$ cat src/rtl/ff_bank_pkg.sv
// Shared types and helpers for the ff_bank flip-flop bank.
// Channel mode encoding, the forbidden SR input pair and a popcount helper.
package ff_bank_pkg;

    typedef enum logic [1:0] {
        MODE_SR = 2'b00,
        MODE_JK = 2'b01,
        MODE_D  = 2'b10,
        MODE_T  = 2'b11
    } mode_e;

    localparam logic [1:0] SR_ILLEGAL = 2'b11;
    localparam int         POP_W      = 6;

    // Counts set bits of a channel mask; CH is at most 32, so 6 bits suffice.
    function automatic logic [POP_W-1:0] popcount32(input logic [31:0] v);
        logic [POP_W-1:0] n;
        n = '0;
        for (int i = 0; i < 32; i++) begin
            n = n + {5'b00000, v[i]};
        end
        return n;
    endfunction

endpackage

$ cat src/rtl/ff_bank_cell.sv
// One flip-flop channel: mode-dependent next-state mux and the q register.
// illegal_evt_o is a same-cycle pulse for an enabled SR channel seeing S=R=1.
module ff_cell
    import ff_bank_pkg::*;
#(
    parameter bit RST_Q = 1'b0
) (
    input  logic  clk_i,
    input  logic  rst_i,
    input  logic  en_i,
    input  mode_e mode_i,
    input  logic  a_i,
    input  logic  b_i,
    output logic  q_o,
    output logic  illegal_evt_o
);

    logic q_q;
    logic q_d;
    logic evt_s;

    // Next-state selection; a disabled channel holds and never reports an event.
    always_comb begin
        q_d   = q_q;
        evt_s = 1'b0;
        if (en_i) begin
            case (mode_i)
                MODE_SR: begin
                    case ({a_i, b_i})
                        2'b01:      q_d = 1'b0;
                        2'b10:      q_d = 1'b1;
                        SR_ILLEGAL: evt_s = 1'b1;
                        default:    q_d = q_q;
                    endcase
                end
                MODE_JK: begin
                    case ({a_i, b_i})
                        2'b01:   q_d = 1'b0;
                        2'b10:   q_d = 1'b1;
                        2'b11:   q_d = ~q_q;
                        default: q_d = q_q;
                    endcase
                end
                MODE_D:  q_d = a_i;
                MODE_T:  q_d = a_i ? ~q_q : q_q;
                default: q_d = q_q;
            endcase
        end else begin
            q_d   = q_q;
            evt_s = 1'b0;
        end
    end

    // Channel state register.
    always_ff @(posedge clk_i or posedge rst_i) begin
        if (rst_i) begin
            q_q <= RST_Q;
        end else begin
            q_q <= q_d;
        end
    end

    assign q_o           = q_q;
    assign illegal_evt_o = evt_s;

endmodule

$ cat src/rtl/ff_bank.sv
// Bank of CH runtime-configurable SR/JK/D/T flip-flops with sticky
// per-channel illegal-input flags and a saturating illegal-event counter.
module ff_bank
    import ff_bank_pkg::*;
#(
    parameter int CH    = 4,
    parameter int CNT_W = 8,
    parameter bit RST_Q = 1'b0
) (
    input  logic                                 clk,
    input  logic                                 rst,
    input  logic                                 cfg_we,
    input  logic [(CH > 1 ? $clog2(CH) : 1)-1:0] cfg_ch,
    input  logic [1:0]                           cfg_mode,
    input  logic [CH-1:0]                        en,
    input  logic [CH-1:0]                        a,
    input  logic [CH-1:0]                        b,
    input  logic                                 err_clr,
    output logic [CH-1:0]                        q,
    output logic [CH-1:0]                        qb,
    output logic [2*CH-1:0]                      mode_o,
    output logic [CH-1:0]                        illegal,
    output logic [CNT_W-1:0]                     illegal_cnt
);

    localparam int SW = ((CNT_W > POP_W) ? CNT_W : POP_W) + 1;
    localparam logic [SW-1:0] CNT_MAX = SW'({CNT_W{1'b1}});

    mode_e             mode_q [CH];
    logic [CH-1:0]     q_s;
    logic [CH-1:0]     evt_s;
    logic [CH-1:0]     illegal_q;
    logic [CH-1:0]     illegal_d;
    logic [CNT_W-1:0]  cnt_q;
    logic [CNT_W-1:0]  cnt_d;
    logic [CNT_W-1:0]  cnt_base_s;
    logic [POP_W-1:0]  pop_s;
    logic [SW-1:0]     sum_s;

    // Mode registers; an out-of-range cfg_ch matches no channel and is dropped.
    always_ff @(posedge clk or posedge rst) begin
        if (rst) begin
            for (int i = 0; i < CH; i++) begin
                mode_q[i] <= MODE_SR;
            end
        end else begin
            for (int i = 0; i < CH; i++) begin
                if (cfg_we && (32'(cfg_ch) == i)) begin
                    mode_q[i] <= mode_e'(cfg_mode);
                end else begin
                    mode_q[i] <= mode_q[i];
                end
            end
        end
    end

    for (genvar g = 0; g < CH; g++) begin : g_cell
        ff_cell #(
            .RST_Q (RST_Q)
        ) u_cell (
            .clk_i         (clk),
            .rst_i         (rst),
            .en_i          (en[g]),
            .mode_i        (mode_q[g]),
            .a_i           (a[g]),
            .b_i           (b[g]),
            .q_o           (q_s[g]),
            .illegal_evt_o (evt_s[g])
        );
    end

    // Clear is applied before this cycle's events, so a colliding event survives.
    always_comb begin
        if (err_clr) begin
            illegal_d  = evt_s;
            cnt_base_s = '0;
        end else begin
            illegal_d  = illegal_q | evt_s;
            cnt_base_s = cnt_q;
        end
        pop_s = popcount32(32'(evt_s));
        sum_s = SW'(cnt_base_s) + SW'(pop_s);
        if (sum_s > CNT_MAX) begin
            cnt_d = CNT_MAX[CNT_W-1:0];
        end else begin
            cnt_d = sum_s[CNT_W-1:0];
        end
    end

    // Sticky flags and saturating counter.
    always_ff @(posedge clk or posedge rst) begin
        if (rst) begin
            illegal_q <= '0;
            cnt_q     <= '0;
        end else begin
            illegal_q <= illegal_d;
            cnt_q     <= cnt_d;
        end
    end

    // Pack per-channel modes into the flat status bus.
    always_comb begin
        mode_o = '0;
        for (int i = 0; i < CH; i++) begin
            mode_o[2*i +: 2] = mode_q[i];
        end
    end

    assign q           = q_s;
    assign qb          = ~q_s;
    assign illegal     = illegal_q;
    assign illegal_cnt = cnt_q;

endmodule

$ cat config.mk
export PLATFORM = sky130hd
export DESIGN_NAME = ff_bank
export DESIGN_NICKNAME = d
export VERILOG_FILES = /design/src/rtl/ff_bank_pkg.sv /design/src/rtl/ff_bank_cell.sv /design/src/rtl/ff_bank.sv
export SDC_FILE = /design/constraint.sdc
export NUM_CORES = 1
export LEC_CHECK = 0
export ABC_AREA = 1
export CORE_MARGIN = 10
export CORE_UTILIZATION = 30
export CTS_CLUSTER_SIZE = 20
export DETAILED_ROUTE_END_ITERATION = 8
export GPL_ROUTABILITY_DRIVEN = 0
export GPL_TIMING_DRIVEN = 0
export PLACE_DENSITY_LB_ADDON = 0.1
export SYNTH_ARGS = -nofsm -noshare
export SYNTH_HDL_FRONTEND = slang
export SYNTH_HIERARCHICAL = 1
export SYNTH_SLANG_ARGS = --single-unit
$ cat constraint.sdc
create_clock -name clk -period 3.63 [get_ports clk]
set_clock_uncertainty 0.15 [all_clocks]
set_input_delay 0.726 -clock clk [delete_from_list [all_inputs] [get_ports clk]]
set_output_delay 0.726 -clock clk [all_outputs]
set_load 0.03 [all_outputs]
# Word level (Yosys, flattened, before mapping)
# Cells that the tools add are included.
# op_classes
addsub	4
n_lt_le_gt_ge	1
eq_ne	39
n_mux	31
bitwise_logic	6
reduce_logical	13
# op_table
op	n
2-bit == test, second input constant	18
2-bit by 1-bit == test with 1-bit output, second input constant	9
1-bit 2-to-1 mux	16
8-bit 2-to-1 mux	2
4-bit by 1-bit != test with 1-bit output, second input constant	4
1-bit one-hot mux with 4 select lines	4
4-bit AND reduction	4
3-bit by 1-bit != test with 1-bit output, second input constant	4
1-bit one-hot mux with 3 select lines	4
2-bit zero test	5
8-bit by 4-bit adder with 9-bit output	1
9-bit by 8-bit greater-than comparator with 1-bit output, second input constant	1
2-bit != test, second input constant	4
1-bit one-hot mux with 2 select lines	4
3-bit by 1-bit adder with 4-bit output	1
1-bit logical AND	4
4-bit 2-to-1 mux	1
1-bit NOT	4
4-bit NOT	1
4-bit OR	1
2-bit by 1-bit adder with 3-bit output	1
1-bit by 1-bit adder with 2-bit output	1
# totals
regBits	24
input_bits	20
out_inout_bits	28
word_cells	104

# Logic depth before layout (Yosys ltp)
# Gate-level depths: netlist (run 1).
# logic_depth
depth_word	10
ltp_mapped	14
depth_no_buf	14

# By module
# Netlist (run 1), hierarchy kept.
# modules_own_cells
mod	instances	cells_each	area_per_inst_um2	seq_area_each_um2
ff_bank	1	118	1036.0	500.5
ff_cell	4	35	197.7	25.0

# Worst setup path before layout (run 1)
# Ideal clock, no wire load.
# synth_timing
kind	input port to flip-flop
from	input port a[0]
to	register cnt_q[6], in the netlist illegal_cnt[6]
setup_time_ps	119
t_arrival_ps	2817
required_ps	3361
setup_slack_ps	544
path_stages	11
n_path_buf	0
path_cell_list	ha_1 -> inv_1 -> nor2_1 -> fa_1 -> inv_1 -> fa_1 -> fa_1 -> nor2_4 -> nand3_1 -> nand2_1 -> nand2_1
# synth_via
elab_chain_len	10
# synth_rtl
element	line	source
start: declaration	ff_bank.sv:16	input logic [CH-1:0] a,
2-bit == test *	ff_bank_cell.sv:29	case ({a_i, b_i})
1-bit 2-to-1 mux *	ff_bank_cell.sv:29	
1-bit 2-to-1 mux *	ff_bank_cell.sv:27	case (mode_i)
1-bit 2-to-1 mux *	ff_bank_cell.sv:26	if (en_i) begin
via evt_s[0]	ff_bank.sv:31	logic [CH-1:0] evt_s;
1-bit by 1-bit adder with 2-bit output *	ff_bank_pkg.sv:20	n = n + {5'b00000, v[i]};
2-bit by 1-bit adder with 3-bit output *	ff_bank_pkg.sv:20	
3-bit by 1-bit adder with 4-bit output *	ff_bank_pkg.sv:20	
8-bit by 4-bit adder with 9-bit output *	ff_bank.sv:82	sum_s = SW'(cnt_base_s) + SW'(pop_s);
9-bit by 8-bit greater-than comparator with 1-bit output	ff_bank.sv:83	if (sum_s > CNT_MAX) begin
8-bit 2-to-1 mux *	ff_bank.sv:83	
via cnt_d[6]	ff_bank.sv:35	logic [CNT_W-1:0] cnt_d;
end signal: assignment	ff_bank.sv:97	cnt_q <= cnt_d;
end: declaration	ff_bank.sv:34	logic [CNT_W-1:0] cnt_q;
# Mark *: on every way through the listed nets, which the timed path passes. The rest lies on a longest branch.
# A chain may end at the register's enable or synchronous reset.

# Worst setup path in the final report (run 1)
# layout_timing
from	input port a[0]
to	register cnt_q[4], in the netlist illegal_cnt[4]
# The elaborated chain is that of the path after synthesis.

==> results of run 1 <==
## where the power goes
part	switching, uW	internal [uW]	total (uW)
clock	90.2	96.9	187
combinational	237	178	415
sequential	55.6	307	362
## critical path: cells and delay by family
family | cells | cell delay (ps)
xor+xnor | 1 | 130
fa+ha+maj | 4 | 1630
buf+inv | 3 | 590
simple gates | 3 | 360
## logic make-up after synthesis
logic type / share of synthesized area, %
adders and majority gates: 12.2
xor gates and xnor gates: 0.480
AOI/OAI and AO/OA: 6.37
DFF: 32.9
buffers and inverters: 12.9
and+or+nand+nor: 35.1
## how the worst max path moves through the flow
stage	start	to
finish	a[0]	illegal_cnt[4]
global placement	a[0]	illegal_cnt[4]
global route	a[0]	illegal_cnt[4]
detailed placement	a[0]	illegal_cnt[4]
CTS	a[0]	illegal_cnt[4]
floorplan	a[0]	illegal_cnt[6]
## per-layer routing
metal  vias up  GRT usage [%]
li1        880              -
met1       722           11.8
met2        31           15.0
met3         2           3.66
met4         0           1.68
met5         -              0
## layout make-up
cell class	count	area share [%]
Sequential cell	24	24.6
Buffer	1	0.614
Inverter	59	9.05
Timing Repair Buffer	47	19.2
Clock buffer	4	2.25
Multi-Input combinational cell	174	40.5
Tap cell	75	3.84
## placed cells by master (no fill, tap or decap)
| cell | instances |
|---|---|
| nor2_1 | 22 |
| buf_8 | 1 |
| o21bai_1 | 5 |
| inv_2 | 2 |
| nand2_2 | 2 |
| nand2_1 | 69 |
| nand3_2 | 7 |
| a21o_2 | 3 |
| nor2_4 | 1 |
| ha_1 | 13 |
| nor2_2 | 7 |
| clkbuf_8 | 4 |
| inv_1 | 57 |
| fa_1 | 3 |
| xnor2_1 | 1 |
| clkdlybuf4s50_1 | 47 |
| o21ai_1 | 1 |
| o211ai_1 | 1 |
| nand4_2 | 1 |
| nand3_1 | 30 |
| o21ai_0 | 8 |
| dfrtp_1 | 24 |
## stage by stage
step | cell area, um^2 | power, uW
5_1_grt | 2450 | 1040
4_1_cts | 2450 | 982
3_3_place_gp | 2390 | 790
6_report | 2450 | 964
3_5_place_dp | 2390 | 790
2_1_floorplan | 1830 | 610
## Yosys cell counts
library cell   n  area, um^2
nor2_1        22        82.6
a21o_2         3        26.3
inv_1         57         214
ha_1          13         163
nand2_1       69         259
o21ai_1        1        5.00
dfrtp_1       24         601
xnor2_1        1        8.76
buf_8          1        15.0
inv_2          2        7.51
nand4_2        1        12.5
o211ai_1       1        7.51
o21bai_1       5        37.5
nand2_2        2        12.5
nor2_2         7        43.8
o21ai_0        8        40.0
nor2_4         1        11.3
fa_1           3        60.1
nand3_2        7        70.1
nand3_1       30         150
## state kept, by name, summed over array words and instances, names as in the netlist
name	flops
illegal	4
mode_o	8
g_cell.u_cell/q_o	4
illegal_cnt	8
==> results by group, run 1 <==
Final layout
  – Ant. Diodes: 0
  – Synth-to-Final Area Change: 33.9%
  – Non-filler cells, final: 384
  – Seq. cell area: 601 um^2
  – Multi-input logic area: 990 um^2
  – Final #Nets: 346
  – Share of cells above drive strength 1: 9.06%
  – Fill count: 622
  – Util after Layout: 41.3%

Floorplan
  – Die width: 98.0 um
  – Row cnt: 28
  – IO Pins: 48
  – Die ar.: 0.00961 mm^2
  – Die H: 98.0 um
  – Core footprint: 0.00592 mm^2
  – Initial Util: 30.9%

Global route
  – GRT Util Overall: 9.40%
  – Initial antenna violation count: 0
  – Grt total ovfl: 0
  – Pin count of the biggest net entering global routing: 21
  – Global-route wire length before repair: 7700 um
  – Number of global-route vias before repair: 1643

Drt
  – Final ANT Viol Nets: 0
  – Routed len/inst: 11.4 um
  – Routed WL: 4390 um
  – Uppermost routed layer: met4
  – Wire length on met2: 2000 um
  – DR vias: 1635
  – Met3 wire length: 302 um
  – WL met1: 2070 um
  – DR pass1 iterations: 4
  – Number of remaining DRC errors: 0
  – First DRT Iteration DRCs: 42
  – Vias per std cell: 4.26

Power and ir drop
  – PwrDens: 394 mW/mm^2
  – Leak: 0.00126 uW
  – Max rail drop VDD: 0.000175 V

Hold path
  – Sink of the worst hold path: illegal[1]
  – HP Start: illegal[1]
  – Hold-critical path depth: 1
  – Min-Delay Path Class: register to register

Clocking
  – Bufs on Longest Clock Path: 2
  – Clock sink count: 24
  – CTS tree: built
  – Clock transition at path regs: 90 ps
  – Clock buffer count from CTS: 3
  – CTS Hold Bufs: 0
  – Setup bufs post-CTS: 0
  – Number of gates resized after cts: 0
  – CTS H-Tree Depth: 1
  – Root buf cell: clkbuf_8
  – Clock Latency Late Sink: 270 ps

Setup path
  – Worst-path fanout max: 4
  – Slowest-stage cell, CP: fa_1
  – Setup crit start kind: input pin
  – Reg2reg end: illegal_cnt[4]
  – Most common cell on crit path: fa_1
  – Setup crit end kind: register
  – Critical path, cell by cell: clkdlybuf4s50_1, ha_1, inv_1, nor2_1, fa_1, inv_1, fa_1, fa_1, nor2_4, xnor2_1, nand2_1
  – RR Startpoint: mode_o[1]
  – Largest stage delay, worst path: 530 ps
  – CP required: 3630 ps
  – Reg2Reg Depth: 10
  – Reg-to-reg slack, setup: 800 ps
  – CP Data Arrival Time: 3430 ps
  – Setup CP Type: input pin to register

STA
  – TNS Setup: 0 ps
  – Fin Hold WS: 340 ps
  – Period minus WS final: 3430 ps
  – Final WS setup: 201 ps
  – Rel. slew slack: 48.5%
  – Fmax: 292 MHz
  – Period utilization: 94.5%
  – Final setup fails: 0
  – Worst Tran Pin Value: 771 ps
  – Fin. Hold Viols: 0
  – Max-slew violations: 0
  – RSZ-0062 raised after global routing: no

Status
  – Status: finished clean

Synthesis
  – Synthesized cell area: 0.00183 mm^2
  – Yosys warning count: 6
  – Total nets after synthesis: 294
  – Syn avg cell area: 7.08 um^2
  – Post-synth cell types: 20
  – Sequential area share after synthesis: 32.9%
  – Number of synthesized register bits: 24
  – Mapped Cells: 258

Placement
  – DP Wirelength: 3530 um
  – Pre-CTS setup slack: -101 ps
  – DP Cell Count: 380
  – Port-buffer cells: 47

Flow run
  – Max-cap violation count: 0
(Power assumes the default switching activity.)
==> run 2, diff against run 1 <==
--- a/config.mk
+++ b/config.mk
@@ -6,7 +6,8 @@
 export NUM_CORES = 1
 export LEC_CHECK = 0
 export ABC_AREA = 1
-export CORE_MARGIN = 10
+export ABC_CLOCK_PERIOD_IN_PS = 3630
+export CORE_MARGIN = 3
 export CORE_UTILIZATION = 30
 export CTS_CLUSTER_SIZE = 20
 export DETAILED_ROUTE_END_ITERATION = 8
==> run 2 against run 1 <==
Effect of this change:
- total power fell by 3.0%
- first-iteration DRC count rose by 83%
- global-route usage rose by 2.8 points
- largest cell class unchanged
- sequential power barely moved
==> results by group, run 2 (synthesis results as in run 1) <==
Setup path
  – Largest stage delay, worst path: 540 ps
  – Critical path, cell by cell: clkdlybuf4s50_1, ha_1, inv_1, nor2_1, fa_1, inv_1, fa_1, fa_2, nor2_4, xnor2_1, nand2_1
  – Slowest-stage cell, CP: fa_1
  – CP top delay family: adder cells
  – Worst-path fanout max: 4
  – CP required: 3640 ps
  – Setup crit start kind: input pin
  – Setup CP Type: input pin to register
  – CP Buf/Inv Count: 3
  – CP Data Arrival Time: 3380 ps
  – Setup crit end kind: register

Final layout
  – Non-filler cells, final: 380
  – Most frequent cells in the layout: 69 x nand2_1, 57 x inv_1, 47 x clkdlybuf4s50_1
  – Fill count: 604
  – Final #Nets: 346
  – Util after Layout: 42.6%
  – Share of cells above drive strength 1: 9.09%
  – Post-route cell area: 0.00243 mm^2
  – Most common cell after layout, fill and taps aside: nand2_1
  – Ant. Diodes: 0
  – Synth-to-Final Area Change: 33.1%

Hold path
  – Min-Delay Path Class: register to register

STA
  – Period utilization: 92.9%
  – Period minus WS final: 3370 ps
  – Fin. Hold Viols: 0
  – Max-slew violations: 0
  – Fmax: 297 MHz
  – Worst Tran Pin Value: 770 ps
  – RSZ-0062 raised after global routing: no
  – Rel. slew slack: 48.6%
  – Final setup fails: 0

Clocking
  – Clock Latency Late Sink: 260 ps
  – Clock buffer count from CTS: 3
  – Clock sink count: 24
  – CTS H-Tree Depth: 1
  – Root buf cell: clkbuf_8
  – Setup bufs post-CTS: 0
  – Clock transition at path regs: 90 ps
  – Bufs on Longest Clock Path: 2
  – CTS tree: built

Placement
  – DP Cell Count: 377
  – Placed cell area: 0.00239 mm^2
  – Port-buffer cells: 47
  – DP Wirelength: 3190 um

Floorplan
  – Core footprint: 0.00571 mm^2
  – Row cnt: 27
  – Die H: 84.0 um
  – Initial Util: 32.0%
  – Die width: 84.0 um
  – IO Pins: 48
  – Die ar.: 0.00706 mm^2

Power and ir drop
  – Max rail drop VDD: 0.000182 V
  – Leak: 0.00126 uW
  – PwrDens: 385 mW/mm^2
  – Total Power: 935 uW

Status
  – Status: finished clean

Drt
  – Routed len/inst: 10.7 um
  – Vias per std cell: 4.34
  – First DRT Iteration DRCs: 77
  – DR pass1 iterations: 4
  – DR vias: 1648
  – Final ANT Viol Nets: 0
  – Routed WL: 4060 um
  – Number of remaining DRC errors: 0

Flow run
  – Max-cap violation count: 0

Global route
  – Global-route wire length before repair: 7200 um
  – GRT Util Overall: 12.2%
  – Number of global-route vias before repair: 1607
  – Grt total ovfl: 0
  – Pin count of the biggest net entering global routing: 21
  – Initial antenna violation count: 0
## run 2: final timing paths
| check | slack (ps) | endpoint | cells past startpoint | startpoint |
|---|---|---|---|---|
| hold / removal | 340 | illegal[2] | 2 | illegal[2] |
| setup / recovery | 260 | illegal_cnt[4] | 11 | a[0] |
| max in group asynchronous | 1880 | illegal[3] | 2 | rst |
| hold reg to reg | 340 | illegal[2] | 2 | illegal[2] |
| min in group asynchronous | 630 | g_cell[2].u_cell/q_o | 2 | rst |
| setup reg to reg | 860 | illegal_cnt[4] | 10 | mode_o[1] |
## run 2: where the power goes
part	internal, uW	switching, uW	leakage [uW]	total (uW)
sequential	307	56.3	0.000314	363
combinational	178	235	0.000923	413
clock	74.2	85.1	0.0000216	159
total	559	376	0.00126	935
## run 2: what timing repair did
action / in CTS / in global routing
endpoints found under the setup margin: 0 / 1
hold buffers: 0 / 0
resized for setup: 0 / 1
## run 2: final cells by class
cell class	instances	area, um^2	area share [%]
Timing Repair Buffer	47	470	19.4
Inverter	59	221	9.11
Sequential cell	24	601	24.7
Tap cell	72	90.1	3.71
Buffer	1	15.0	0.618
Clock buffer	3	41.3	1.70
Multi-Input combinational cell	174	992	40.8
## run 2: through the flow
| stage | hold WS (ps) | TNS [ps] | worst slack (ps) |
|---|---|---|---|
| 2_1_floorplan | 305 | 0 | 544 |
| 3_3_place_gp | 316 | -365 | -80.6 |
| 3_5_place_dp | 318 | -506 | -101 |
| 4_1_cts | 343 | 0 | 175 |
| 5_1_grt | 349 | 0 | 70.6 |
| 6_report | 342 | 0 | 258 |
## run 2: tightest hold or removal path, delay by kind of cell, from the launching register on
family	cells	cell delay, ps
flops	1	360
simple gates	2	110
## run 2: per-layer routing
layer	part of all wire [%]	up-vias	GRT usage (%)
met5	0	-	0
met4	0.49	0	2.63
met3	5.0	2	2.76
met2	44	34	19.7
met1	51	726	16.4
li1	-	886	-
==> run 3, diff against run 2 <==
--- a/config.mk
+++ b/config.mk
@@ -6,8 +6,7 @@
 export NUM_CORES = 1
 export LEC_CHECK = 0
 export ABC_AREA = 1
-export ABC_CLOCK_PERIOD_IN_PS = 3630
-export CORE_MARGIN = 3
+export ABC_CLOCK_PERIOD_IN_PS = 3700
 export CORE_UTILIZATION = 30
 export CTS_CLUSTER_SIZE = 20
 export DETAILED_ROUTE_END_ITERATION = 8
==> constraint.sdc (replaced) <==
create_clock -name clk -period 3.7 [get_ports clk]
set_clock_uncertainty 0.15 [all_clocks]
set_input_delay 0.74 -clock clk [delete_from_list [all_inputs] [get_ports clk]]
set_output_delay 0.74 -clock clk [all_outputs]
set_load 0.03 [all_outputs]
==> run 3 against run 2 <==
Effect of this change:
- clock-buffer cell count rose by 1
- core utilization fell by 1.0 points
- critical path depth rose by 1
- combinational power fell by 2%
- sequential share of layout area fell by 0.15 points
- largest cell class unchanged
==> results by group, run 3 (synthesis results as in run 1) <==
Drt
  – Number of remaining DRC errors: 0
  – Routed WL: 4030 um
  – Routed len/inst: 10.5 um
  – DR pass1 iterations: 4
  – Vias per std cell: 4.36
  – First DRT Iteration DRCs: 55
  – DR vias: 1676
  – Final ANT Viol Nets: 0

Setup path
  – Slowest-stage cell, CP: fa_1
  – CP required: 3710 ps
  – Setup CP Type: input pin to register
  – Setup crit start kind: input pin
  – CP Depth: 12
  – RR Startpoint: mode_o[1]
  – CP Buf/Inv Count: 3
  – Setup crit end kind: register
  – Crit path to: illegal_cnt[6]
  – Most common cell on crit path: fa_1
  – Largest stage delay, worst path: 550 ps
  – Reg2Reg Depth: 11
  – Critical path, cell by cell: clkdlybuf4s50_1, ha_1, inv_1, nor2_1, fa_1, inv_1, fa_1, fa_1, nor2_4, nand3_1, nand2_1, nand2_1
  – CP top delay family: adder cells
  – Worst-path fanout max: 4
  – CP Data Arrival Time: 3480 ps
  – Reg2reg end: illegal_cnt[6]
  – Reg-to-reg slack, setup: 840 ps
  – Crit. Startpoint: a[0]

Floorplan
  – Row cnt: 28
  – Die width: 80.0 um
  – Initial Util: 31.0%
  – Core footprint: 0.00589 mm^2
  – Die H: 80.0 um
  – IO Pins: 48
  – Die ar.: 0.00641 mm^2

Placement
  – Pre-CTS setup slack: -86.1 ps
  – DP Wirelength: 3200 um
  – Port-buffer cells: 47

STA
  – Final WS setup: 230 ps
  – RSZ-0062 raised after global routing: no
  – Fin. Hold Viols: 0
  – Worst Tran Pin Value: 800 ps
  – Final setup fails: 0
  – Max-slew violations: 0
  – Fmax: 288 MHz
  – Period utilization: 93.8%
  – Rel. slew slack: 46.6%
  – Period minus WS final: 3470 ps

Final layout
  – Multi-input logic area: 990 um^2
  – Share of cells above drive strength 1: 9.06%
  – Most frequent cells in the layout: 69 x nand2_1, 57 x inv_1, 47 x clkdlybuf4s50_1
  – Fill count: 624
  – Most common cell after layout, fill and taps aside: nand2_1
  – Ant. Diodes: 0
  – Final #Nets: 346
  – Seq. cell area: 601 um^2
  – Synth-to-Final Area Change: 33.9%

Global route
  – Grt total ovfl: 0
  – GRT Util Overall: 13.5%
  – Global-route wire length before repair: 6780 um
  – Initial antenna violation count: 0
  – Pin count of the biggest net entering global routing: 21
  – Number of global-route vias before repair: 1489

Flow run
  – Max-cap violation count: 0

Status
  – Status: finished clean

Clocking
  – Clock sink count: 24
  – CTS Hold Bufs: 0
  – Setup bufs post-CTS: 0
  – Clock Latency Late Sink: 270 ps
  – Clock transition at path regs: 90 ps
  – CTS tree: built
  – Root buf cell: clkbuf_8
  – CTS H-Tree Depth: 1
  – Clock buffer count from CTS: 3
  – Bufs on Longest Clock Path: 2
  – Number of gates resized after cts: 0

Power and ir drop
  – Leak: 0.00126 uW
  – PwrDens: 385 mW/mm^2
  – Total Power: 942 uW
  – Max rail drop VDD: 0.000173 V

Hold path
  – Min-Delay Path Class: register to register
[run 3: cell types whose count changed in the layout (fill, tap and decap cells not counted), sizes merged]
cell,before,now
clkbuf,3,4
[run 3: how the worst min path moves through the flow]
stage | startpoint | to | slack, ps | depth (start not counted)
2_1_floorplan | rst | g_cell[0].u_cell/q_o | 320 | 1
3_3_place_gp | illegal[2] | illegal[2] | 310 | 2
3_5_place_dp | illegal[2] | illegal[2] | 320 | 2
4_1_cts | illegal[2] | illegal[2] | 340 | 2
5_1_grt | illegal[2] | illegal[2] | 360 | 2
6_report | illegal[2] | illegal[2] | 330 | 2
[run 3: where the power goes]
part,internal [uW],switching (uW)
combinational,175,228
clock,95.1,87.5
sequential,301,56.1
[run 3: layout make-up]
cell class                      count  area share, %
Inverter                           59           9.05
Tap cell                           75           3.84
Timing Repair Buffer               47           19.2
Sequential cell                    24           24.6
Multi-Input combinational cell    174           40.5
Buffer                              1          0.614
Clock buffer                        4           2.25
[run 3: layer usage]
layer / track usage [%] / share of wire, % / up-vias
met4: 2.68 / 0.57 / 0
met1: 18.0 / 47 / 760
li1: - / - / 883
met3: 2.63 / 5.4 / 2
met2: 22.4 / 47 / 31
met5: 0 / 0 / -
[run 3: stage by stage]
stage / hold WS, ps / TNS (ps) / util [%] / instances / instance area [um^2]
3_3_place_gp: 311 / -188 / 40.6 / 380 / 2390
5_1_grt: 360 / 0 / 41.6 / 384 / 2450
4_1_cts: 340 / 0 / 41.6 / 384 / 2450
3_5_place_dp: 317 / -440 / 40.6 / 380 / 2390
2_1_floorplan: 319 / 0 / - / 258 / 1830
6_report: 335 / 0 / 41.6 / 384 / 2450
[run 3: worst reg2reg max path: stages (launching register included)]
cell,delay (ps)
dfrtp_1,490
nor2_2,90
nand2_1,60
nor2_1,80
fa_1,550
inv_1,60
fa_1,430
fa_1,460
nor2_4,190
nand3_1,80
nand2_1,80
nand2_1,50
